`src/rtl/iob_timer_master.sv`:
```
// Native-bus initiator that turns CLEAR/START/STOP/SAMPLE commands into timer
// register transactions and returns one response (sampled count or timeout).
module iob_timer_master #(
  parameter int DATA_W     = 32,
  parameter int ADDR_W     = 2,
  parameter int ADDR_RESET = 0,
  parameter int ADDR_RUN   = 1,
  parameter int ADDR_DATA  = 2,
  parameter int TIMEOUT    = 16
) (
  input  logic              clk,
  input  logic              rst,
  input  logic              cmd_valid,
  input  logic [1:0]        cmd_op,
  output logic              cmd_ready,
  output logic              rsp_valid,
  output logic [DATA_W-1:0] rsp_data,
  output logic              rsp_err,
  output logic              valid,
  output logic [ADDR_W-1:0] address,
  output logic              wdata,
  output logic              wstrb,
  input  logic [DATA_W-1:0] rdata,
  input  logic              ready
);

  localparam int CNT_W = $clog2(TIMEOUT);

  typedef enum logic [1:0] {IDLE, REQ, GAP, RESP} state_t;
  typedef enum logic [1:0] {OP_CLEAR, OP_START, OP_STOP, OP_SAMPLE} op_t;

  typedef struct packed {
    logic [ADDR_W-1:0] addr;
    logic              wdata;
    logic              wstrb;
  } txn_t;

  // CLEAR is a two-phase pulse on the reset register; everything else is one access.
  function automatic txn_t txn_for(op_t op, logic ph2);
    txn_t t;
    t = '{addr: '0, wdata: 1'b0, wstrb: 1'b0};
    case (op)
      OP_CLEAR:  t = '{addr: ADDR_W'(ADDR_RESET), wdata: ~ph2, wstrb: 1'b1};
      OP_START:  t = '{addr: ADDR_W'(ADDR_RUN),   wdata: 1'b1, wstrb: 1'b1};
      OP_STOP:   t = '{addr: ADDR_W'(ADDR_RUN),   wdata: 1'b0, wstrb: 1'b1};
      OP_SAMPLE: t = '{addr: ADDR_W'(ADDR_DATA),  wdata: 1'b0, wstrb: 1'b0};
      default:   t = '{addr: '0, wdata: 1'b0, wstrb: 1'b0};
    endcase
    return t;
  endfunction

  state_t            state, state_d;
  op_t               op_q, op_d;
  logic              ph2_q, ph2_d;
  logic              err_q, err_d;
  logic [CNT_W-1:0]  cnt_q, cnt_d;
  logic [DATA_W-1:0] rd_q, rd_d;
  logic              cmd_ready_d, rsp_valid_d, rsp_err_d;
  logic [DATA_W-1:0] rsp_data_d;
  logic              valid_d;
  txn_t              bus_q, bus_d, t;

  assign address = bus_q.addr;
  assign wdata   = bus_q.wdata;
  assign wstrb   = bus_q.wstrb;

  always_comb begin
    state_d     = state;
    op_d        = op_q;
    ph2_d       = ph2_q;
    err_d       = err_q;
    cnt_d       = cnt_q;
    rd_d        = rd_q;
    cmd_ready_d = cmd_ready;
    rsp_valid_d = 1'b0;
    rsp_err_d   = rsp_err;
    rsp_data_d  = rsp_data;
    valid_d     = valid;
    bus_d       = bus_q;
    t           = txn_for(op_q, 1'b1);
    case (state)
      IDLE: begin
        cmd_ready_d = 1'b1;
        if (cmd_valid && cmd_ready) begin
          op_d        = op_t'(cmd_op);
          ph2_d       = 1'b0;
          err_d       = 1'b0;
          cnt_d       = '0;
          rd_d        = '0;
          bus_d       = txn_for(op_t'(cmd_op), 1'b0);
          valid_d     = 1'b1;
          cmd_ready_d = 1'b0;
          state_d     = REQ;
        end
      end
      REQ: begin
        if (ready) begin
          if (!bus_q.wstrb) rd_d = rdata;
          valid_d = 1'b0;
          state_d = GAP;
        end else if (cnt_q == CNT_W'(TIMEOUT - 1)) begin
          valid_d = 1'b0;
          err_d   = 1'b1;
          state_d = GAP;
        end else begin
          cnt_d = cnt_q + 1'b1;
        end
      end
      GAP: begin
        // The responder's ready lags valid by a cycle, so whatever it shows here is stale.
        if (op_q == OP_CLEAR && !ph2_q && !err_q) begin
          ph2_d   = 1'b1;
          cnt_d   = '0;
          bus_d   = t;
          valid_d = 1'b1;
          state_d = REQ;
        end else begin
          rsp_valid_d = 1'b1;
          rsp_err_d   = err_q;
          rsp_data_d  = (op_q == OP_SAMPLE && !err_q) ? rd_q : '0;
          state_d     = RESP;
        end
      end
      RESP: begin
        rsp_err_d   = 1'b0;
        rsp_data_d  = '0;
        cmd_ready_d = 1'b1;
        state_d     = IDLE;
      end
      default: state_d = IDLE;
    endcase
  end

  always_ff @(posedge clk or negedge rst) begin
    if (!rst) begin
      state     <= IDLE;
      op_q      <= OP_CLEAR;
      ph2_q     <= 1'b0;
      err_q     <= 1'b0;
      cnt_q     <= '0;
      rd_q      <= '0;
      cmd_ready <= 1'b0;
      rsp_valid <= 1'b0;
      rsp_err   <= 1'b0;
      rsp_data  <= '0;
      valid     <= 1'b0;
      bus_q     <= '{addr: '0, wdata: 1'b0, wstrb: 1'b0};
    end else begin
      state     <= state_d;
      op_q      <= op_d;
      ph2_q     <= ph2_d;
      err_q     <= err_d;
      cnt_q     <= cnt_d;
      rd_q      <= rd_d;
      cmd_ready <= cmd_ready_d;
      rsp_valid <= rsp_valid_d;
      rsp_err   <= rsp_err_d;
      rsp_data  <= rsp_data_d;
      valid     <= valid_d;
      bus_q     <= bus_d;
    end
  end

endmodule

```
`config.mk`:
```
export PLATFORM = sky130hd
export DESIGN_NAME = iob_timer_master
export DESIGN_NICKNAME = d
export VERILOG_FILES = /design/src/rtl/iob_timer_master.sv
export SDC_FILE = /design/constraint.sdc
export NUM_CORES = 1
export LEC_CHECK = 0
export BUFFER_PORTS_ARGS = -buffer_cell sky130_fd_sc_hd__buf_2
export CAP_MARGIN = 20
export CORE_ASPECT_RATIO = 1.4
export CORE_MARGIN = 2
export CORE_UTILIZATION = 54
export CTS_CLUSTER_DIAMETER = 80
export DETAILED_ROUTE_END_ITERATION = 16
export GPL_ROUTABILITY_DRIVEN = 1
export PLACE_DENSITY = 0.82
export SLEW_MARGIN = 10
export SYNTH_ARGS = -nofsm -noshare
export SYNTH_HDL_FRONTEND = slang
export SYNTH_SLANG_ARGS = --single-unit
```
`constraint.sdc`:
```
create_clock -name clk -period 2.6 [get_ports clk]
set_input_delay 0.26 -clock clk [delete_from_list [all_inputs] [get_ports clk]]
set_output_delay 0.26 -clock clk [all_outputs]
set_load 0.01 [all_outputs]
```
# Yosys cells after proc, flatten, opt, wreduce, memory -nomap -nowiden

Cells that the tools add are included.

Flip-flop bits (word level): 82
Word-level logic and storage cells: 94

Add/subtract/negate cells: 1
Equality and inequality tests: 19
Multiplexer cells: 38
Reduce and logical (&&, ||, !) cells: 22

Operators by type and width:

| kind                | count |
|---|---|
| $mux 32             | 5 |
| $pmux 32 s2         | 2 |
| $pmux 4 s4          | 2 |
| $mux 4              | 6 |
| $ne 2x2->1 const B  | 8 |
| $eq 2x2->1 const B  | 6 |
| $pmux 4 s3          | 1 |
| $reduce_and 4->1    | 3 |
| $mux 1              | 11 |
| $mux 2              | 4 |
| $pmux 1 s2          | 4 |
| $pmux 2 s4          | 1 |
| $pmux 4 s2          | 1 |
| $reduce_bool 2->1   | 4 |
| $eq 2x1->1 const B  | 3 |
| $logic_not 2->1     | 3 |
| $reduce_and 2->1    | 3 |
| $reduce_and 5->1    | 1 |
| $add 4x1->4 const B | 1 |
| $eq 4x4->1 const B  | 1 |
| $logic_and 1x1->1   | 4 |
| $ne 3x3->1 const B  | 1 |
| $pmux 1 s3          | 1 |
| $reduce_and 3->1    | 1 |
| other kinds (2)     | 3 |

# Depth between registers and ports, before layout

Gate-level depths: netlist of the first run.

Depth in word-level cells: 5
Mapped depth: 9

# Worst setup path before layout of the first run

No wires, ideal clock.

Kind: register to register
Start point: reg state[0]
End point: reg bus_q, in the netlist wstrb
Library setup time: 0.126 ns
Arrival time: 1.779 ns
Required time: 2.474 ns
Path slack: 0.695 ns
Cell stages (with the launch flop): 7
Path buffers: 1
Cells stage by stage: dfrtp_1 > inv_1 > ha_1 > clkbuf_1 > mux2i_1 > o31ai_1 > a221o_1

Cells in the longest elaborated chain, start to end: 3
Elaborated cells between the ends (all ways): 7
Classes of those cells: 3 x eq/ne; 1 x mux; 3 x reduce/logical

Ends and longest elaborated chain:

| item                                                             | line | RTL |
|---|---|---|
| start, declared                                                  | 52   | `state_t state, state_d;` |
| start signal, assigned                                           | 149  | `state <= state_d;` |
| $eq 2x2->1 or $logic_not 2->1 (tied branches)                    | 81   | `case (state)` |
| $ne 2x2->1 (no source line) or $reduce_bool 2->1 (tied branches) | n/a  |  |
| $reduce_and 3->1 (no source line)                                | n/a  |  |
| end signal, assigned                                             | 147  | `bus_q <= '{addr: '0, wdata: 1'b0, wstrb: 1'b0};` |
| end signal, assigned                                             | 160  | `bus_q <= bus_d;` |
| end, declared                                                    | 61   | `txn_t bus_q, bus_d, t;` |

Parallel ways exist; a longest one is shown, timed or not.
A chain may end at the register's enable or synchronous reset.

# Final worst setup path of the first run

Start point: reg state[1]
End point: reg rd_q[22]

Cells in the longest elaborated chain, start to end: 3
Elaborated cells between the ends (all ways): 8
Classes of those cells: 4 x eq/ne; 1 x mux; 3 x reduce/logical

Ends and longest elaborated chain:

| item                                                             | line | RTL |
|---|---|---|
| $eq 2x1->1 or $logic_not 2->1 (tied branches)                    | 81   |  |
| $ne 2x2->1 (no source line) or $reduce_bool 2->1 (tied branches) | n/a  |  |
| $reduce_and 4->1 (no source line)                                | n/a  |  |
| end signal, assigned                                             | 154  | `rd_q <= rd_d;` |
| end, declared                                                    | 57   | `logic [DATA_W-1:0] rd_q, rd_d;` |

Parallel ways exist; a longest one is shown, timed or not.

==> flow_summary_export.csv, run 1 <==
group,metric,value,unit
clock_tree,path_clk_slew,90,ps
timing,clock_skew,6.89,ps
clock_tree,cts-root-buf,"clkbuf_8",
pwr,total_power,4.46,mW
clock_tree,cts.sinks,82,
synthesis,async_flop_share,100,%
clock_tree,htreeDepth,3,
grt,grt_max_degree,83,
routing,postRouteAntennaNets,0,
floorplanning,fp.dieArea,7470,um2
timing,fmax,458,MHz
routing,via_per_inst,5.51,
placed_design,portBuffers,77,
synthesis,yosys_warnings,0,
min_path,min-delay-start,"rdata[12]",
synthesis,postSynthAreaPerCell,9.37,um2
synthesis,synth_ff_type,"dfrtp_1",
grt,grt.overflow.total,0,
floorplanning,die_h,101,um
pwr,switching_share,41.7,%
clock_tree,max-clock-path-buffers,2,
routing,vias,2996,
final_layout,drive_gt1_share,23.0,%
clock_tree,cts_buffers,9,
critical_path,crit_fanout,64,
grt,gr-usage-all-layers,22.0,%
critical_path,cp.required,2800,ps
timing,rsz0062_at_grt,"no",
pwr,power_frac_comb,41.0,%
min_path,whs_endpoint,"rd_q[12]",
floorplanning,coreArea,6570,um2
min_path,hold_depth,3,
timing,hold_viol,0,
placed_design,dp.cells,526,
routing,dr.first_iter.drc_count,218,
pwr,leakagePower,2.28,nW
pwr,clkPwrFrac,20.7,%
floorplanning,placementRows,35,
synthesis,synth_top_area_share,56.0,%
synthesis,synthTopCellsByArea,"dfrtp_1, nand2_1, o21ai_0, ha_1, nand3_1",
synthesis,netlist_instances,391,
timing,fin_crit,2180,ps
pwr,p_int,2.60,mW
routing,firstDrtPassIters,4,
floorplanning,dieWidth,73.6,um
grt,grt_antenna_before_repair,0,
min_path,worstHoldPathType,"in -> reg",
timing,finalCritPeriodShare,84.0,%
placed_design,dp_hpwl,5290,um
job,maxCapViolations,0,
outcome,status,"completed",
final_layout,fin_cells,544,
critical_path,reg2regPathDepth,5,
timing,slew_headroom,59.7,%
timing,worst_pin_slew,604,ps
synthesis,syn-cell-area,3660,um2
pwr,power_density,1030,nW/um2
synthesis,syn_nets,443,
critical_path,critPathArrivalTime,2380,ps
synthesis,synth_most_common_cell,"nand2_1",
clock_tree,clock_latency,350,ps
clock_tree,postCtsSetupBuffers,0,
floorplanning,start_util,55.8,%
synthesis,synth_cell_types,35,
synthesis,ys_ff_latch,82,
pwr,netSwitchingPower,1.86,mW
pwr,power_frac_seq,38.3,%
critical_path,r2r-start,"state[1]",
timing,finalSetupTns,0,ps
critical_path,timing.rr.end,"rd_q[22]",
synthesis,yosysSeqAreaShare,56.0,%
routing,wl,7620,um
routing,wl_per_cell,14.0,um
final_layout,n_antenna_cell,0,
timing,maxSlewViolCount,0,
floorplanning,pin_count,78,
grt,grt_pass1_vias,2844,
clock_tree,tritoncts,"built",
synthesis,ys_top_cells_by_count,"nand2_1, dfrtp_1, o21ai_0",
placed_design,gp_congestion,0.850,
final_layout,area_delta_synth_final,18.7,%
final_layout,fin_nets,517,
synthesis,synth_largest_area_cell,"dfrtp_1",
critical_path,end_kind,"flop",
timing,setup_viol,0,
routing,drc,0,
critical_path,timing.setup.critical_path_class,"reg -> reg",
critical_path,reg2reg_slack,420,ps
synthesis,synth_edf_count,0,
grt,grt_pass1_wl,12700,um
pwr,vdd_drop_max,0.773,mV
critical_path,startpoint_type,"flop",
final_layout,final_util,66.2,%
## power groups by stage
stage                     Sequential, mW  Combinational [mW]  Clock [mW]
after floorplan                     1.75                1.32           0
after global placement              1.72                1.74           0
after CTS                           1.71                1.83       0.952
final                               1.71                1.83       0.923
after global routing                1.75                2.07        1.01
after detailed placement            1.74                1.81           0
## metrics by stage
stage / setup WS (ps) / hold WS [ps] / cell area (um2)
2_1_floorplan: 695 / -35.6 / 3660
3_3_place_gp: 362 / 444 / 4100
3_5_place_dp: 210 / 450 / 4100
4_1_cts: 186 / 106 / 4300
5_1_grt: 209 / 151 / 4350
6_report: 417 / 151 / 4350
## flip-flops by register name (all words and copies together), names as in the netlist, 2 cells and up
| register | flops |
|---|---|
| address | 2 |
| cnt_q | 4 |
| op_q | 2 |
| rd_q | 32 |
| rsp_data | 32 |
| state | 2 |
## layer usage
| metal | share of wire, % | wire length (um) | global-route usage (%) |
|---|---|---|---|
| met5 | 0 | 0 | 0 |
| met1 | 42 | 3200 | 28.4 |
| met3 | 4.8 | 366 | 4.08 |
| met4 | 2.1 | 163 | 10.1 |
| met2 | 51 | 3890 | 35.7 |
## logic make-up (layout without fill, tap and decap cells)
| group | after synthesis | after routing | share of synthesized area [%] |
|---|---|---|---|
| buffers and inverters | 36 | 115 | 4.13 |
| flip-flops | 82 | 82 | 56.0 |
| AND/OR/NAND/NOR | 176 | 176 | 20.8 |
| adder cells (fa/ha/maj) | 14 | 14 | 4.78 |
| AO/OA/AOI/OAI | 81 | 81 | 13.8 |
| multiplexers | 2 | 2 | 0.546 |
## cells in the final DEF, fill, tap and decap left out, types with 2 or more instances in the layout
cell type and count:
nand2b_1 7, nor3b_2 2, a21o_1 2, a221o_1 2, nor2_1 4, a41oi_1 2, inv_1 12, nand3_1 26
buf_2 76, buf_4 9, a31oi_1 3, ha_1 14, dfrtp_1 82, clkbuf_8 9, inv_6 2, o21ai_0 42
nor3_1 4, o22ai_1 5, a221oi_1 2, a21oi_1 8, nand2_1 126, a22o_1 9, clkinvlp_4 2, mux2i_1 2
## worst max-delay path by stage
stage | startpoint | to | slack, ps | cells after the start
global route | state[1] | rd_q[21] | 210 | 6
finish | state[1] | rd_q[22] | 420 | 5
detailed placement | state[1] | rd_q[22] | 210 | 5
CTS | state[0] | rd_q[22] | 190 | 5
floorplan | state[0] | wstrb | 700 | 6
global placement | state[0] | rd_q[12] | 360 | 5
## repair_timing
item / in CTS / in global routing
gates resized for setup: 0 / 1
hold buffers: 0 / 1
endpoints found under the hold margin: 0 / 19
setup endpoints to repair: 0 / 24
## cell type report
type | instances | area, um2
inverter | 12 | 45.0
clock buffer | 9 | 124
timing repair buffer | 87 | 485
fill | 537 | 2220
clock inverter | 7 | 76.3
tap | 74 | 92.6
multi-input combinational | 273 | 1470
sequential | 82 | 2050
## worst max-delay path, stage by stage (launching register included)
cell,delay [ps]
dfrtp_1,430
inv_1,120
ha_1,410
a21boi_0,380
a211o_4,480
o21ai_0,190
Note: power is estimated with default switching activity, not from simulation.
==> run 2: changes to the inputs <==
==> constraint.sdc (replaced) <==
create_clock -name clk -period 2.21 [get_ports clk]
set_input_delay 0.221 -clock clk [delete_from_list [all_inputs] [get_ports clk]]
set_output_delay 0.221 -clock clk [all_outputs]
set_load 0.01 [all_outputs]
==> flow_summary_export.csv, run 2 (synthesis results as in run 1) <==
group,metric,value,unit
timing,finalSetupTns,0,ps
routing,dr.first_iter.drc_count,176,
clock_tree,cts-root-buf,"clkbuf_8",
final_layout,final_util,66.7,%
critical_path,reg2regPathDepth,6,
final_layout,area_delta_synth_final,19.6,%
placed_design,placed_cell_area,4150,um2
final_layout,fin_area,4380,um2
timing,finalCritPeriodShare,89.9,%
routing,drc,0,
min_path,min-delay-start,"rdata[26]",
grt,grt_pass1_wl,12600,um
timing,fmax,503,MHz
pwr,p_int,3.24,mW
outcome,status,"completed",
timing,whs,109,ps
final_layout,fillers,532,
critical_path,reg2reg_slack,220,ps
final_layout,multi_input_area,1470,um2
critical_path,cp.required,2450,ps
final_layout,largestRegisters,"rd_q x32, rsp_data x32, cnt_q x4",
critical_path,r2r-start,"state[0]",
clock_tree,clock_latency,350,ps
placed_design,portBuffers,77,
routing,firstDrtPassIters,5,
min_path,worstHoldPathType,"in -> reg",
final_layout,drive_gt1_share,23.4,%
clock_tree,tritoncts,"built",
timing,fin_crit,1990,ps
routing,postRouteAntennaNets,0,
clock_tree,max-clock-path-buffers,2,
critical_path,startpoint_type,"flop",
routing,via_per_inst,5.39,
min_path,hold_depth,3,
placed_design,gp_congestion,0.834,
pwr,netSwitchingPower,2.19,mW
timing,clock_skew,10.5,ps
pwr,power_density,1240,nW/um2
timing,setup_viol,0,
routing,wl,7630,um
pwr,leakagePower,2.31,nW
floorplanning,start_util,55.8,%
critical_path,timing.rr.end,"wdata",
final_layout,n_antenna_cell,0,
timing,slew_headroom,64.3,%
routing,wl_per_cell,13.9,um
grt,grt_antenna_before_repair,0,
pwr,power_frac_comb,41.1,%
placed_design,dp_hpwl,5490,um
job,maxCapViolations,0,
grt,gr-usage-all-layers,22.1,%
clock_tree,ctsResizeCount,0,
clock_tree,htreeDepth,3,
min_path,whs_endpoint,"rd_q[26]",
timing,rsz0062_at_grt,"no",
grt,grt_max_degree,65,
pwr,clkPwrFrac,21.8,%
pwr,switching_share,40.3,%
floorplanning,dieWidth,73.6,um
final_layout,final_cell_mix,"nand2_1, dfrtp_1, buf_2",
grt,grt.overflow.total,0,
clock_tree,path_clk_slew,90,ps
floorplanning,die_h,101,um
floorplanning,placementRows,35,
final_layout,fin_nets,521,
floorplanning,fp.dieArea,7470,um2
final_layout,regArea,2050,um2
clock_tree,cts.sinks,82,
floorplanning,coreArea,6570,um2
timing,hold_viol,0,
critical_path,end_kind,"flop",
timing,maxSlewViolCount,0,
timing,worst_pin_slew,536,ps
grt,grt_pass1_vias,2871,
critical_path,crit_fanout,7,
pwr,power_frac_seq,37.1,%
critical_path,critPathArrivalTime,2230,ps
clock_tree,cts_buffers,9,
routing,vias,2954,
critical_path,timing.setup.critical_path_class,"reg -> reg",
pwr,total_power,5.44,mW
floorplanning,pin_count,78,
pwr,vdd_drop_max,0.950,mV
final_layout,final_common_cell,"nand2_1",
run 2: changes by cell type in the layout (fill, tap and decap cells not counted):
| cell | delta |
|---|---|
| a211o_2 | +1 |
| a211o_4 | -1 |
| buf_12 | +1 |
| buf_16 | -1 |
| buf_4 | +4 |
| bufinv_16 | +1 |
| clkbuf_1 | +1 |
| clkinv_4 | +2 |
| clkinvlp_4 | -2 |
| inv_6 | -2 |
run 2: through the flow:
step / instances / worst slack, ps
2_1_floorplan: 391 / 305
3_3_place_gp: 531 / 359
3_5_place_dp: 531 / 265
4_1_cts: 548 / 249
5_1_grt: 548 / 0.0604
6_report: 548 / 222
run 2: what timing repair did:
action	in CTS	in global routing
setup endpoints to repair	0	0
endpoints found under the hold margin	40	0
setup buffers	0	0
hold buffers	1	0
run 2: layout make-up:
type	count	share of cell area, %
flip-flops and latches	82	46.8
multi-input cells	273	33.5
repair buffers	91	11.6
clock buffers	10	2.91
well taps	74	2.11
clock inverters	6	2.08
inverters	12	1.03
run 2: critical path, cell delays in order, from the launching register on:
cell	delay, ps
dfrtp_1	410
inv_1	110
ha_1	300
buf_4	190
mux2i_1	390
o21ai_0	170
a221o_1	310
run 2: power by group through the flow:
stage / sequential [mW] / clock [mW] / combinational [mW]
floorplan: 2.05 / 0 / 1.55
global placement: 2.02 / 0 / 2.17
detailed placement: 2.04 / 0 / 2.24
CTS: 2.02 / 1.21 / 2.25
global route: 2.05 / 1.26 / 2.53
finish: 2.02 / 1.19 / 2.23
run 2: per-layer routing:
layer  routed length (um)  vias to the layer above  part of all wire (%)  GRT usage, %
met4                  174                        0                   2.3          10.2
met3                  383                       14                   5.0          4.48
met1                 3320                     1389                    44          27.2
met5                    0                        -                     0             0
li1                     -                     1464                     -             -
met2                 3740                       87                    49          37.1
run 2: worst max path at each step:
stage | start | slack (ps) | to | cells after the start
5_1_grt | state[0] | 0.06 | rsp_data[15] | 7
3_3_place_gp | state[0] | 360 | wstrb | 6
3_5_place_dp | state[0] | 270 | rsp_data[13] | 7
2_1_floorplan | state[0] | 310 | wstrb | 6
6_report | state[0] | 220 | wdata | 6
4_1_cts | state[0] | 250 | rsp_data[13] | 7
==> run 3: changes to the inputs <==
==> constraint.sdc (replaced) <==
create_clock -name clk -period 2.21 [get_ports clk]
set_input_delay 0.1105 -clock clk [delete_from_list [all_inputs] [get_ports clk]]
set_output_delay 0.1105 -clock clk [all_outputs]
set_load 0.01 [all_outputs]
==> flow_summary_export.csv, run 3 (synthesis results as in run 1) <==
group,metric,value,unit
critical_path,cp.required,2500,ps
floorplanning,coreArea,6570,um2
final_layout,final_cell_mix,"nand2_1, dfrtp_1, buf_2",
floorplanning,die_h,101,um
timing,whs,14.0,ps
grt,grt_pass1_vias,2982,
grt,grt_antenna_before_repair,0,
timing,maxSlewViolCount,0,
final_layout,area_delta_synth_final,22.5,%
clock_tree,path_clk_slew,90,ps
timing,finalSetupTns,0,ps
timing,setup_viol,0,
clock_tree,cts-root-buf,"clkbuf_8",
critical_path,reg2regPathDepth,7,
critical_path,crit_slowest_cell,"dfrtp_1",
timing,clock_skew,10.7,ps
critical_path,reg2reg_slack,180,ps
routing,firstDrtPassIters,4,
min_path,min-delay-start,"rdata[2]",
grt,gr-usage-all-layers,23.0,%
routing,wl_per_cell,14.9,um
floorplanning,fp.dieArea,7470,um2
placed_design,dp_hpwl,5660,um
grt,grt.overflow.total,0,
critical_path,critPathArrivalTime,2310,ps
timing,rsz0062_at_grt,"no",
pwr,clkPwrFrac,20.3,%
critical_path,timing.setup.critical_path_class,"reg -> reg",
critical_path,startpoint_type,"flop",
clock_tree,max-clock-path-buffers,2,
floorplanning,start_util,55.8,%
final_layout,n_antenna_cell,0,
critical_path,crit_top_cell,"nand2_1",
clock_tree,ctsResizeCount,0,
critical_path,slowest_delay,410,ps
timing,finalCritPeriodShare,91.7,%
routing,vias,3113,
timing,slew_headroom,67.9,%
clock_tree,cts_buffers,9,
routing,drc,0,
clock_tree,htreeDepth,3,
floorplanning,placementRows,35,
critical_path,end_kind,"flop",
pwr,vdd_drop_max,1.01,mV
routing,via_per_inst,5.57,
final_layout,final_common_cell,"nand2_1",
pwr,leakagePower,2.35,nW
pwr,switching_share,42.0,%
grt,grt_max_degree,65,
routing,wl,8300,um
final_layout,drive_gt1_share,22.9,%
routing,postRouteAntennaNets,0,
placed_design,gp_congestion,0.852,
pwr,total_power,5.43,mW
clock_tree,tritoncts,"built",
critical_path,path_cells,"inv_1 > ha_1 > nor2_1 > a21o_1 > buf_4 > nand2_1 > nand2_1",
placed_design,dp.cells,530,
pwr,power_density,1210,nW/um2
outcome,status,"completed",
final_layout,fillers,500,
clock_tree,cts.sinks,82,
final_layout,fin_cells,559,
min_path,hold_depth,3,
timing,fmax,493,MHz
critical_path,timing.rr.end,"rsp_data[20]",
floorplanning,dieWidth,73.6,um
clock_tree,clock_latency,350,ps
placed_design,portBuffers,77,
timing,fin_crit,2030,ps
pwr,power_frac_seq,37.2,%
final_layout,largestRegisters,"rd_q x32, rsp_data x32, cnt_q x4",
min_path,worstHoldPathType,"in -> reg",
critical_path,r2r-start,"state[0]",
routing,dr.first_iter.drc_count,238,
grt,grt_pass1_wl,13300,um
pwr,netSwitchingPower,2.28,mW
final_layout,fin_nets,532,
job,maxCapViolations,0,
floorplanning,pin_count,78,
timing,hold_viol,0,
min_path,whs_endpoint,"rd_q[2]",
critical_path,crit_fanout,20,
timing,worst_pin_slew,468,ps
pwr,p_int,3.15,mW
pwr,power_frac_comb,42.5,%
-- run 3: changes by cell type in the layout (fill, tap and decap cells not counted) --
cell / change
buf_12: +1
clkinvlp_4: +2
clkinv_4: -2
clkbuf_1: -1
dlygate4sd3_1: +12
buf_4: -2
inv_6: +2
bufinv_16: -1
-- run 3: routing by layer --
layer  vias up  track usage (%)  routed length [um]
li1       1489                -                   -
met1      1492             27.8                3330
met2       114             38.9                4370
met3        18             3.88                 428
met4         0             12.2                 174
met5         -                0                   0
-- run 3: layout make-up --
class / instances / area (um2) / area share, %
flip-flops and latches: 82 / 2050 / 45.7
multi-input cells: 273 / 1470 / 32.7
repair buffers: 102 / 633 / 14.1
clock buffers: 9 / 124 / 2.76
well taps: 74 / 92.6 / 2.06
clock inverters: 7 / 76.3 / 1.70
inverters: 12 / 45.0 / 1.00
-- run 3: worst max-delay path by stage --
| stage | from | end | cells past startpoint | slack (ps) |
|---|---|---|---|---|
| floorplan | state[0] | wstrb | 6 | 310 |
| global placement | state[0] | wstrb | 6 | 360 |
| detailed placement | state[0] | rsp_data[31] | 7 | 240 |
| CTS | state[0] | rsp_data[31] | 7 | 190 |
| global route | state[0] | rsp_data[17] | 7 | 30 |
| finish | state[0] | rsp_data[20] | 7 | 180 |
-- run 3: power by group through the flow --
stage               sequential [mW]  combinational [mW]  clock (mW)
floorplan                      2.05                1.55           0
global placement               2.03                2.17           0
detailed placement             2.04                2.28           0
CTS                            2.01                2.32        1.12
global route                   2.06                2.56        1.17
finish                         2.02                2.31        1.10
-- run 3: stage by stage --
stage,util [%],worst slack (ps),instance area [um2]
finish,68.3,183,4490
global route,68.3,31.8,4490
CTS,68.3,193,4490
detailed placement,63.3,244,4160
global placement,63.3,357,4160
floorplan,-,305,3660
-- run 3: timing repair --
item                                   4_1_cts  5_1_grt
endpoints found under the hold margin       48        0
hold buffers                                13        0
setup buffers                                0        0
-- run 3: critical path, delay by kind of cell, from the launching register on --
| kind | cells | cell delay [ps] |
|---|---|---|
| AOI/OAI and AO/OA | 1 | 390 |
| adders and majority gates | 1 | 300 |
| buffers and inverters | 2 | 430 |
| DFF | 1 | 410 |
| and+or+nand+nor | 3 | 440 |
